## src/rtl/eth_frame_pkg.sv

```systemverilog
`default_nettype none
//==============================================================================
// Module  : eth_frame_pkg
// Brief   : Shared types and field widths for the Ethernet frame writer.
// Revision: 1.0 - initial release
//==============================================================================
package eth_frame_pkg;

    localparam int ETH_MAC_W  = 48;
    localparam int ETH_TYPE_W = 16;

    typedef enum logic [1:0] {
        IDLE = 2'd0,
        HDR  = 2'd1,
        DATA = 2'd2,
        DONE = 2'd3
    } state_t;

endpackage
`default_nettype wire

```

## src/rtl/eth_frame_writer.sv

```systemverilog
`default_nettype none
//==============================================================================
// Module  : eth_frame_writer
// Brief   : Latches a header and payload descriptor, emits the header, then
//           streams len words from a sync-read memory with AXIS backpressure.
// Revision: 1.0 - initial release
//==============================================================================
module eth_frame_writer
    import eth_frame_pkg::*;
#(
    parameter int DATA_W = 8,
    parameter int ADDR_W = 8
) (
    input  logic                  clk,
    input  logic                  rst,
    input  logic                  start,
    input  logic [ADDR_W-1:0]     base_addr,
    input  logic [ADDR_W-1:0]     len,
    input  logic [ETH_MAC_W-1:0]  dest_mac,
    input  logic [ETH_MAC_W-1:0]  src_mac,
    input  logic [ETH_TYPE_W-1:0] eth_type,
    input  logic                  tx_busy,
    output logic                  ready,
    output logic                  done,
    output logic [ADDR_W-1:0]     mem_raddr,
    input  logic [DATA_W-1:0]     mem_rdata,
    output logic                  s_eth_hdr_valid,
    input  logic                  s_eth_hdr_ready,
    output logic [ETH_MAC_W-1:0]  s_eth_dest_mac,
    output logic [ETH_MAC_W-1:0]  s_eth_src_mac,
    output logic [ETH_TYPE_W-1:0] s_eth_type,
    output logic [DATA_W-1:0]     s_eth_payload_axis_tdata,
    output logic                  s_eth_payload_axis_tvalid,
    input  logic                  s_eth_payload_axis_tready,
    output logic                  s_eth_payload_axis_tlast,
    output logic                  s_eth_payload_axis_tuser
);

    localparam logic [ADDR_W-1:0] c_one = {{(ADDR_W-1){1'b0}}, 1'b1};

    state_t                  r_state;
    logic [ADDR_W-1:0]       r_idx;
    logic [ADDR_W-1:0]       r_base;
    logic [ADDR_W-1:0]       r_len;
    logic [ETH_MAC_W-1:0]    r_dest_mac;
    logic [ETH_MAC_W-1:0]    r_src_mac;
    logic [ETH_TYPE_W-1:0]   r_eth_type;
    logic                    r_done;
    logic                    r_hdr_valid;
    logic                    r_tvalid;

    logic                    w_accept;
    logic                    w_fire;
    logic                    w_last;
    logic [ADDR_W-1:0]       w_fire_ext;
    logic [ADDR_W-1:0]       w_raddr;
    logic [DATA_W-1:0]       w_tdata;

    assign ready      = (r_state == IDLE) && !tx_busy;
    assign w_accept   = start && ready;
    assign w_fire     = r_tvalid && s_eth_payload_axis_tready;
    assign w_fire_ext = {{(ADDR_W-1){1'b0}}, w_fire};

    // Read address runs one word ahead only when a beat is consumed, so a
    // stalled beat keeps the same memory word on tdata.
    always @(*) begin
        w_raddr = '0;
        w_tdata = '0;
        w_last  = 1'b0;
        case (r_state)
            HDR: begin
                w_raddr = r_base;
            end
            DATA: begin
                w_tdata = mem_rdata;
                w_last  = (r_idx == (r_len - c_one));
                w_raddr = r_base + r_idx + w_fire_ext;
            end
            default: begin
                w_raddr = '0;
            end
        endcase
    end

    always_ff @(posedge clk) begin
        if (rst) begin
            r_state     <= IDLE;
            r_idx       <= '0;
            r_base      <= '0;
            r_len       <= '0;
            r_dest_mac  <= '0;
            r_src_mac   <= '0;
            r_eth_type  <= '0;
            r_done      <= 1'b0;
            r_hdr_valid <= 1'b0;
            r_tvalid    <= 1'b0;
        end else begin
            r_done <= 1'b0;
            case (r_state)
                IDLE: begin
                    if (w_accept) begin
                        if (len != '0) begin
                            r_base      <= base_addr;
                            r_len       <= len;
                            r_dest_mac  <= dest_mac;
                            r_src_mac   <= src_mac;
                            r_eth_type  <= eth_type;
                            r_idx       <= '0;
                            r_hdr_valid <= 1'b1;
                            r_state     <= HDR;
                        end else begin
                            r_done  <= 1'b1;
                            r_state <= DONE;
                        end
                    end
                end
                HDR: begin
                    if (s_eth_hdr_ready) begin
                        r_hdr_valid <= 1'b0;
                        r_tvalid    <= 1'b1;
                        r_state     <= DATA;
                    end
                end
                DATA: begin
                    if (w_fire) begin
                        r_idx <= r_idx + c_one;
                        if (w_last) begin
                            r_tvalid <= 1'b0;
                            r_done   <= 1'b1;
                            r_state  <= DONE;
                        end
                    end
                end
                DONE: begin
                    r_state <= IDLE;
                end
                default: begin
                    r_state <= IDLE;
                end
            endcase
        end
    end

    assign done                      = r_done;
    assign mem_raddr                 = w_raddr;
    assign s_eth_hdr_valid           = r_hdr_valid;
    assign s_eth_dest_mac            = r_dest_mac;
    assign s_eth_src_mac             = r_src_mac;
    assign s_eth_type                = r_eth_type;
    assign s_eth_payload_axis_tdata  = w_tdata;
    assign s_eth_payload_axis_tvalid = r_tvalid;
    assign s_eth_payload_axis_tlast  = w_last;
    assign s_eth_payload_axis_tuser  = 1'b0;

endmodule
`default_nettype wire

```

## config.mk

```make
export PLATFORM = sky130hd
export DESIGN_NAME = eth_frame_writer
export DESIGN_NICKNAME = d
export VERILOG_FILES = /design/src/rtl/eth_frame_pkg.sv /design/src/rtl/eth_frame_writer.sv
export SDC_FILE = /design/constraint.sdc
export NUM_CORES = 1
export LEC_CHECK = 0
export BUFFER_PORTS_ARGS = -buffer_cell sky130_fd_sc_hd__buf_2
export CAP_MARGIN = 30
export CORE_UTILIZATION = 42
export CTS_CLUSTER_DIAMETER = 50
export CTS_CLUSTER_SIZE = 30
export DETAILED_ROUTE_END_ITERATION = 7
export PLACE_DENSITY = 0.83
export SLEW_MARGIN = 20
export SYNTH_ARGS = -nofsm -noshare
export SYNTH_HDL_FRONTEND = slang
export SYNTH_SLANG_ARGS = --single-unit
```

## constraint.sdc

```tcl
create_clock -name clk -period 2.5 [get_ports clk]
set_input_delay 0.125 -clock clk [delete_from_list [all_inputs] [get_ports clk]]
set_output_delay 0.125 -clock clk [all_outputs]
set_load 0.005 [all_outputs]
```

==> impl_metrics.py <==
metrics = {
    "run_status": {
        "violations": "negative setup slack",
        "run_status": "complete, but fails checks",
    },
    "clock_tree": {
        "clkSlewWorstSetupHoldPaths_ps": 60,
        "cts.path.max_buffers": 2,
        "cts_tree": "built",
        "clock_latency_ps": 410,
        "cts_root_buffer": "clkbuf_16",
        "cts_buffers": 17,
        "clock-sinks": 141,
        "htree_levels": 4,
    },
    "finish": {
        "fin_nets": 1292,
        "regArea_um2": 2840,
        "final_cell_mix": "buf_2, nand2_1, a21oi_1, dfxtp_1, dlygate4sd3_1",
        "drive_gt1_share_pct": 32.3,
        "layout_commonest_cell": "buf_2",
        "area_growth_pct": 61.0,
        "nFillCells": 886,
        "post-route-cell-area_um2": 9420,
        "multi_input_area_um2": 2830,
    },
    "timing": {
        "period_share_pct": 105,
        "hold_viol": 0,
        "setup_slack_ps": -116,
        "drv_slew": 0,
        "slew_headroom_pct": 62.7,
        "fin_worst_skew_ps": 9.25,
        "fmax_ghz": 0.382,
        "setup_viol_count_final": 2,
        "tightest_slew_ps": 559,
        "fin_crit_ps": 2620,
        "rsz0062_at_grt": "true",
    },
    "die": {
        "dieArea_um2": 14400,
        "num_rows": 42,
        "core-area_um2": 13400,
        "die_w_um": 120,
        "initial_core_util_pct": 43.7,
        "die_y_um": 120,
        "ioPinCount": 276,
    },
    "logic_synthesis": {
        "syn_area_um2": 5850,
        "synth_compound_area_share_pct": 16.1,
        "synth_cells": 742,
        "synth_edf_count": 0,
        "async_flop_share_pct": 0,
        "synth_area_leaders": "dfxtp_1, nand2_1, a21oi_1",
        "seq_area_frac_synth_pct": 48.3,
        "synth_top_area_cell": "dfxtp_1",
        "synth-adder-area-share_pct": 3.04,
        "synth_xor_area_share_pct": 2.40,
        "syn_area_per_cell_um2": 7.88,
        "synth_top_area_share_pct": 48.3,
        "post_synth_and_or_nand_nor_area_fraction_pct": 24.8,
        "synth_top_family_by_area": "simple AND/OR/NAND/NOR gates",
        "synth_fp_nets": 897,
        "synthMuxAreaShare_pct": 0.193,
        "ys_seq_elements": 141,
        "synthDistinctLibCells": 58,
        "synthFlopType": "dfxtp_1",
        "yosysWarnings": 0,
    },
    "worst_setup_path": {
        "slowest_stage": "fa_2",
        "worstPathCellList": "inv_2 > fa_2 > fa_2 > nor2b_2 > o21ai_2 > a21boi_2 > o21a_1 > o21ai_2 > a41o_1 > buf_2",
        "crit_path_max_fanout": 2,
        "critical-path-top-delay-family": "adder cells",
        "required_ps": 2380,
        "worst_setup_path_end_kind": "output port",
        "path_buf_inv": 2,
        "critical_path.startpoint_type": "register",
        "cp_data_arrival_time_ps": 2490,
        "slowest_delay_ps": 390,
        "critical_path_class": "reg2out",
    },
    "worst_hold_path": {
        "hp-class": "in2reg",
    },
    "global_routing": {
        "grt_max_degree": 68,
        "antenna_found_initial": 1,
        "grt_pass1_wl_um": 32900,
        "grt_pass1_vias": 6994,
        "grtUsageTotal_pct": 29.0,
        "overflow": 0,
    },
    "drt": {
        "wl_per_cell_um": 16.1,
        "vias": 6970,
        "finalWirelength_um": 21400,
        "drc": 0,
        "drt_first_pass_iters": 5,
        "antenna_left": 0,
        "drt_iter0_markers": 546,
        "vias_per_cell": 5.25,
    },
    "power": {
        "peakVddDrop_v": 0.000702,
        "p_leak_nw": 4.30,
        "power_mw": 6.14,
        "powerDensity_nw_per_um2": 651,
    },
    "placed_design": {
        "port_buffers": 274,
        "hpwl_um": 11100,
        "place.gp.congestion": 0.872,
        "place_area_um2": 7380,
    },
    "flow_run": {
        "cap_violations": 0,
    },
}
-- kinds of logic (layout without fill, tap and decap cells) --
family                     Yosys count  after routing
xor gates and xnor gates            16             16
adders and majority gates           13             13
and+or+nand+nor                    337            337
DFF                                141            141
buffers and inverters               62            470
AOI/OAI and AO/OA                  171            171
muxes                                1              1
other                                1              2
-- cell usage after synthesis (3+ instances only) --
cell type,n
ha_1,11
inv_1,11
a21oi_1,133
nand4_1,4
xnor2_1,4
buf_2,12
o21ai_0,8
nand2_1,267
clkbuf_1,32
nor2_1,16
buf_6,3
nor2b_1,8
a22oi_1,4
and3_1,3
nand2b_1,4
nor3_1,3
o211ai_1,3
or3_2,3
xor2_1,12
and2_1,12
dfxtp_1,141
-- area by class of cell --
class,count,share of cell area [%]
timing repair buffer,427,31.0
sequential,141,30.1
multi-input combinational,539,30.0
clock buffer,20,4.85
tap,176,2.34
clock inverter,12,1.18
inverter,11,0.438
antenna,1,0.0266
-- what timing repair did --
item,in CTS,in global routing
hold buffers,128,0
pin swaps,11,10
setup endpoints to repair,4,5
buffers inserted,7,5
hold endpoints to repair,128,0
gates resized for setup,16,20
-- path summary, 6_finish.rpt --
| path | start | end | slack (ps) | cells past startpoint |
|---|---|---|---|---|
| hold / removal | s_eth_hdr_ready | s_eth_hdr_valid$_SDFFE_PP0P_ | 70 | 4 |
| setup reg to reg | r_state[0]$_SDFFE_PP0P_ | r_idx[5]$_SDFFE_PP0P_ | 300 | 7 |
| hold reg to reg | s_eth_src_mac[43]$_SDFFE_PP0P_ | s_eth_src_mac[43]$_SDFFE_PP0P_ | 450 | 2 |
| setup / recovery | r_base[0]$_SDFFE_PP0P_ | mem_raddr[6] | -120 | 10 |
-- report_power, final --
part           total [mW]  internal [mW]  switching (mW)
combinational        1.21          0.570           0.637
clock                2.42           1.43           0.987
sequential           2.51           2.41          0.0998
total                6.14           4.41            1.72
-- sequential cells by signal, indices dropped and copies added, names as in the netlist --
register / cells
r_len: 8
s_eth_hdr_valid: 1
s_eth_src_mac: 48
done: 1
s_eth_dest_mac: 48
r_base: 8
s_eth_payload_axis_tvalid: 1
s_eth_type: 16
r_state: 2
r_idx: 8
-- through the flow --
step	hold slack (ps)	cells	utilization [%]	setup WS [ps]	setup TNS, ps
final	72.1	1327	70.3	-116	-128
after global routing	77.0	1327	70.3	-240	-493
after CTS	46.9	1322	69.5	-175	-324
after detailed placement	371	1156	55.1	3.10	0
after global placement	364	1156	55.1	93.6	0
after floorplan	261	742	-	58.1	0
-- worst register-to-register path, stage by stage, from the launching register on --
cell and delay [ps]:
dfxtp_1 330, inv_1 70, ha_1 270, a22oi_1 250
and3b_1 390, nand4_4 170, or3_2 490, a21oi_2 150
-- routing by layer --
metal	track usage (%)	vias to the layer above	wire, um
li1	-	3230	-
met1	29.7	3212	7690
met2	50.7	416	10800
met3	9.84	112	1730
met4	17.9	0	1100
met5	0	-	0
Note: power is estimated with default switching activity, not from simulation.
